--- src/rtl/toggle_memory.sv ---
// toggle_memory: DEPTH x 1-bit per-ID toggle store with a combinational read port.
// Define TOGGLE_MEMORY_BYPASS_EN to forward a same-cycle toggle onto the read port.
module toggle_memory #(
  parameter  int DEPTH = 8,
  localparam int ID_W  = $clog2(DEPTH)
) (
  input  logic            clk,
  input  logic            rst,
  input  logic            toggle,
  input  logic [ID_W-1:0] toggle_id,
  input  logic [ID_W-1:0] read_id,
  output logic            read_data
);

  logic [DEPTH-1:0] mem_q;
  logic [DEPTH-1:0] mem_d;
  logic             fwd_s;

  // Next-state: flip exactly the addressed entry when toggle is set.
  always_comb begin
    mem_d = mem_q;
    if (toggle) begin
      mem_d[toggle_id] = ~mem_q[toggle_id];
    end else begin
      mem_d = mem_q;
    end
  end

  // Storage; reset clears every entry immediately, independent of clk.
  always_ff @(posedge clk or negedge rst) begin
    if (!rst) begin
      mem_q <= {DEPTH{1'b0}};
    end else begin
      mem_q <= mem_d;
    end
  end

  // Forwarding term: only meaningful in the bypass build.
  always_comb begin
    fwd_s = 1'b0;
`ifdef TOGGLE_MEMORY_BYPASS_EN
    if (toggle && rst && (toggle_id == read_id)) begin
      fwd_s = 1'b1;
    end else begin
      fwd_s = 1'b0;
    end
`else
    fwd_s = 1'b0;
`endif
  end

  // Zero-latency read; forced low while reset is held.
  always_comb begin
    read_data = 1'b0;
    if (rst) begin
      read_data = mem_q[read_id] ^ fwd_s;
    end else begin
      read_data = 1'b0;
    end
  end

  toggle_memory_chk #(.ID_W(ID_W)) u_chk (
    .clk       (clk),
    .rst       (rst),
    .toggle    (toggle),
    .toggle_id (toggle_id)
  );

endmodule

// Usage checker: a toggle must always name a known entry.
module toggle_memory_chk #(
  parameter int ID_W = 3
) (
  input logic            clk,
  input logic            rst,
  input logic            toggle,
  input logic [ID_W-1:0] toggle_id
);

  a_toggle_id_known: assert property (
    @(posedge clk) disable iff (!rst) toggle |-> !$isunknown(toggle_id)
  );

endmodule

--- config.mk ---
export PLATFORM = sky130hd
export DESIGN_NAME = toggle_memory
export DESIGN_NICKNAME = d
export VERILOG_FILES = /design/src/rtl/toggle_memory.sv
export SDC_FILE = /design/constraint.sdc
export NUM_CORES = 1
export LEC_CHECK = 0
export BUFFER_PORTS_ARGS = -buffer_cell sky130_fd_sc_hd__buf_4
export CAP_MARGIN = 40
export CORE_AREA = 2 2 39 41
export CTS_CLUSTER_DIAMETER = 40
export CTS_CLUSTER_SIZE = 20
export DETAILED_ROUTE_END_ITERATION = 12
export DIE_AREA = 0 0 41 43
export SYNTH_ARGS = -nofsm -noshare
export SYNTH_HDL_FRONTEND = slang
export SYNTH_SLANG_ARGS = --single-unit
--- constraint.sdc ---
create_clock -name clk -period 1.6 [get_ports clk]
set_clock_uncertainty 0.15 [all_clocks]
set_input_delay 0.16 -clock clk [delete_from_list [all_inputs] [get_ports clk]]
set_output_delay 0.16 -clock clk [all_outputs]
set_load 0.1 [all_outputs]
---- Yosys cells after proc, flatten, opt, wreduce, memory -nomap -nowiden ----
Index checks and enable logic that the tools add are counted.
cells by class
  $lt $le $gt $ge ......................... 3
  muxes and demuxes ....................... 8
  bitwise logic cells ..................... 1
  reductions and logical operators ........ 1
operators with widths
  operator                                                               number
  8-bit bitwise mux                                                      1
  3-bit by 4-bit < comparator with 1-bit output, second input constant   2
  1-bit binary-select mux with 3-bit select                              2
  1-bit two-way mux                                                      4
  1-bit demux with 3-bit select                                          1
  3-bit by 1-bit >= comparator with 1-bit output, second input constant  1
  1-bit logical AND                                                      1
  1-bit inverter                                                         1
storage, ports and cells
  register bits after elaboration ......... 8
  bits of input ports ..................... 9
  output and inout port bits .............. 1
  logic and storage cells ................. 14

---- Longest topological paths before layout ----
  depth in word-level cells ............... 5
  gate-level depth with buffers ........... 2
  depth with buffers taken out ............ 2

---- Worst setup path before layout ----
No wires, ideal clock.
  path kind ............................... register to output
  start point ............................. register mem_q[2]
  end point ............................... output port read_data
  arrival time ............................ 1,407 ps
  data required time ...................... 1,290 ps
  slack ................................... -117 ps
  stages on the path, launching flop included .. 3
  buffers on the path ..................... 0
  cells stage by stage .................... dfrtp_1 -> mux4_1 -> a22o_1
between the ends
  cells in the longest elaborated chain, start to end .. 3
RTL lines
  what                                       RTL line  RTL
  start: declaration                         15        logic [DEPTH-1:0] mem_q;
  start signal: assignment                   32        mem_q <= {DEPTH{1'b0}};
  start signal: assignment                   34        mem_q <= mem_d;
  1-bit binary-select mux with 3-bit select  56        read_data = mem_q[read_id] ^ fwd_s;
  1-bit two-way mux (not written as such)    56
  1-bit two-way mux                          55        if (rst) begin
  end: declaration                           12        output logic read_data
Every way passes these cells. The select of a mux whose other input is x is not followed.

---- Worst setup path after layout ----
  start point ............................. register mem_q[6]
  end point ............................... output port read_data
The elaborated chain is that of the path after synthesis.

==> implementation parameters <==
Parameter                              Value

Outcome
  Status    finished with violations
  Failing checks    negative setup slack

Route
  Detailed Routing Iterations Pass 1    1
  Initial detailed-routing violation count    0
  DRC    0
  Via density per instance    4.72
  Count of vias placed by the detailed router    321
  Avg WL per Cell    12.1 µm
  Total routed wirelength    822 µm
  Post-detailed-route count of antenna-violating nets    0

Setup path
  Setup CP Type    reg -> out
  Critical Path Start Type    register
  WP depth    3
  Critical path's top delay family    multiplexers
  Critical path endpoint category    output port
  Register-to-Register Setup Slack    0.54 ns
  Max Fanout on Critical Path    2
  Setup crit start    mem_q[6]$_DFFE_PN0P_
  Startpoint of the lowest-slack register-to-register path    mem_q[0]$_DFFE_PN0P_
  Library cell contributing the largest single delay on the critical path    mux4_2
  Reg2reg end    mem_q[0]$_DFFE_PN0P_
  CP cell instances    mux4_2, a22o_4, buf_12
  FF-to-FF path depth    3
  Critical Path RT    1.29 ns
  Critical path buffer and inverter count    1
  Critical Path AT    1.53 ns
  Crit path largest cell delay    0.48 ns

Floorplan
  Site row count    14
  Die Outline Area    1760 µm²
  Number of top-level pins    10
  Initial Utilization    30.6%
  Core area    1380 µm²
  Chip Height    43 µm
  Horizontal extent of the die    41 µm

Power
  Total Power    997 µW
  Peak supply drop    0.000443 V
  Sw Share    29.8%
  Cell area power density    1580 nW/µm²
  Cell internal power dissipation    700 µW
  Static leakage    0.000284 µW
  Part of the power in combinational logic    48.7%
  Switching power total    297 µW
  Part of the power in registers    36.3%
  Proportion of power drawn by the clock network    15.0%

Clocking
  Clock tree from TritonCTS    yes
  H-tree depth    1
  Clock tree sinks    8
  Maximum count of clock buffers along a single path    2
  Latest clock arrival within the worst-skew pair    0.25 ns
  CTS buffer count    3
  Clock slew at reported path FFs    0.05 ns
  Clock Tree Root    clkbuf_4

Synthesis
  Portion of the post-synthesis area used by sequential elements    47.3%
  Mean instance size in the synthesized netlist    14.6 µm²
  Post-synthesis instance area    423 µm²
  Unique masters post-synth    11
  Total number of yosys warnings    0
  Synth Net Count    38
  Seq cells post-synth    8
  Instance count of the mapped netlist    29

STA
  Worst Tran Pin Value    0.360 ns
  Share of the clock period used by the worst path after layout    115%
  RSZ-0062 raised after global routing    true
  Number of pins with negative max-slew slack in the final report    0
  Hold Fails Final Rpt    0
  Highest achievable clock rate    545 MHz
  Total Neg Setup Slack    -0.235 ns
  Post-route setup slack    -0.235 ns
  Tmin final    1.84 ns
  Slew margin rel.    75.7%
  Number of setup violations in the final report    1

Global routing
  Initial antenna violation count    0
  Via count of the first global-routing pass    321
  Global-route usage over all layers    12.3%
  Global-route wire length before repair    1.35 mm
  Overflow left after global routing    0
  Maximum number of pins on one net before global-route repair    9

Layout
  Inserted Diodes    0
  Net count of the finished layout    63
  Fraction of final layout cells with drive strength greater than 1    53.8%
  Largest registers    mem_q: 8 flops
  Register containing the most flip-flops in the final layout    mem_q
  Layout area overhead    49.4%
  Flip-flop count of the largest register, all copies and words added    8

Hold path
  Class of the most critical hold timing path    in -> reg
  Capture endpoint of the worst hold path    mem_q[3]$_DFFE_PN0P_
  Start point of the worst hold path    toggle_id[1]
  Hold Path Depth    3

Place
  Setup slack after placement    -0.0787 ns
  IO buf count    9
  Final RePlAce weighted congestion    0.694

Job
  Max-cap violations    0
repair_timing:
action,4_1_cts,5_1_grt
resized for setup,5,0
setup buffers,2,0
endpoints found under the setup margin,1,1
hold buffers,1,0
hold endpoints to repair,8,0
worst max-delay path by stage:
stage                      to  slack (ns)
floorplan           read_data        0.05
CTS                 read_data       -0.25
detailed placement  read_data       -0.08
global placement    read_data       -0.05
global route        read_data       -0.29
finish              read_data       -0.24
worst min-delay path, stage by stage:
cell and delay (ns):
buf_4 0.13, nand4b_1 0.09, xnor2_1 0.06
synthesized netlist by cell type:
| cell | number | area share (%) |
|---|---|---|
| a22o_1 | 1 | 2.1 |
| and2_1 | 1 | 1.5 |
| and4bb_2 | 3 | 8.9 |
| dfrtp_1 | 8 | 47 |
| mux4_1 | 2 | 12 |
| nand4_1 | 1 | 1.5 |
| nand4b_1 | 3 | 6.2 |
| nor2b_1 | 1 | 1.5 |
| nor4b_1 | 1 | 2.1 |
| xnor2_1 | 4 | 8.3 |
| xor2_1 | 4 | 8.3 |
layout by cell type, fill, tap and decap left out:
master and n:
buf_4 18, nor4b_1 1, dlygate4sd3_1 1, xnor2_1 4
dfrtp_1 8, a22o_4 1, clkbuf_4 3, mux4_2 2
and2_1 1, buf_12 1, nor2b_1 1, nand4_1 1
nand4b_1 3, xor2_1 4, and4bb_2 3
area by class of cell:
| type | instances | area, µm² |
|---|---|---|
| repair buffers | 20 | 165 |
| well taps | 16 | 20.0 |
| fillers | 130 | 752 |
| clock buffers | 3 | 22.5 |
| flip-flops and latches | 8 | 200 |
| multi-input cells | 21 | 224 |
logic make-up (layout without fill, tap and decap cells):
| kind of cell | after synthesis | count (layout) | share of synthesized area [%] |
|---|---|---|---|
| flip-flops | 8 | 8 | 47.3 |
| XOR/XNOR | 8 | 8 | 16.6 |
| buffers and inverters | 0 | 23 | 0 |
| AND/OR/NAND/NOR | 10 | 10 | 21.6 |
| AO/OA/AOI/OAI | 1 | 1 | 2.07 |
| multiplexers | 2 | 2 | 12.4 |
stage by stage:
stage               util (%)  hold slack [ns]  area [µm²]  instances
floorplan                  -           -0.286         432         29
finish                  45.7           0.0855         632         68
global placement        41.9           -0.167         579         62
CTS                     45.7           0.0801         632         68
detailed placement      41.9           -0.162         579         62
global route            45.7           0.0917         632         68
routing by layer:
metal  global-route usage (%)  wire length (µm)  up-vias  part of all wire (%)
li1                         -                 -      160                     -
met1                     16.2               374      148                    45
met2                     15.3               404       11                    49
met3                     1.57                24        2                   2.9
met4                     14.0                19        0                   2.3
met5                        0                 0        -                     0
power groups by stage:
stage / registers [µW] / clock network [µW] / logic, µW
6_report: 362 / 150 / 486
5_1_grt: 374 / 171 / 523
4_1_cts: 362 / 158 / 492
3_5_place_dp: 360 / 0 / 425
3_3_place_gp: 353 / 0 / 412
2_1_floorplan: 359 / 0 / 204
Note: power is estimated with default switching activity, not from simulation.
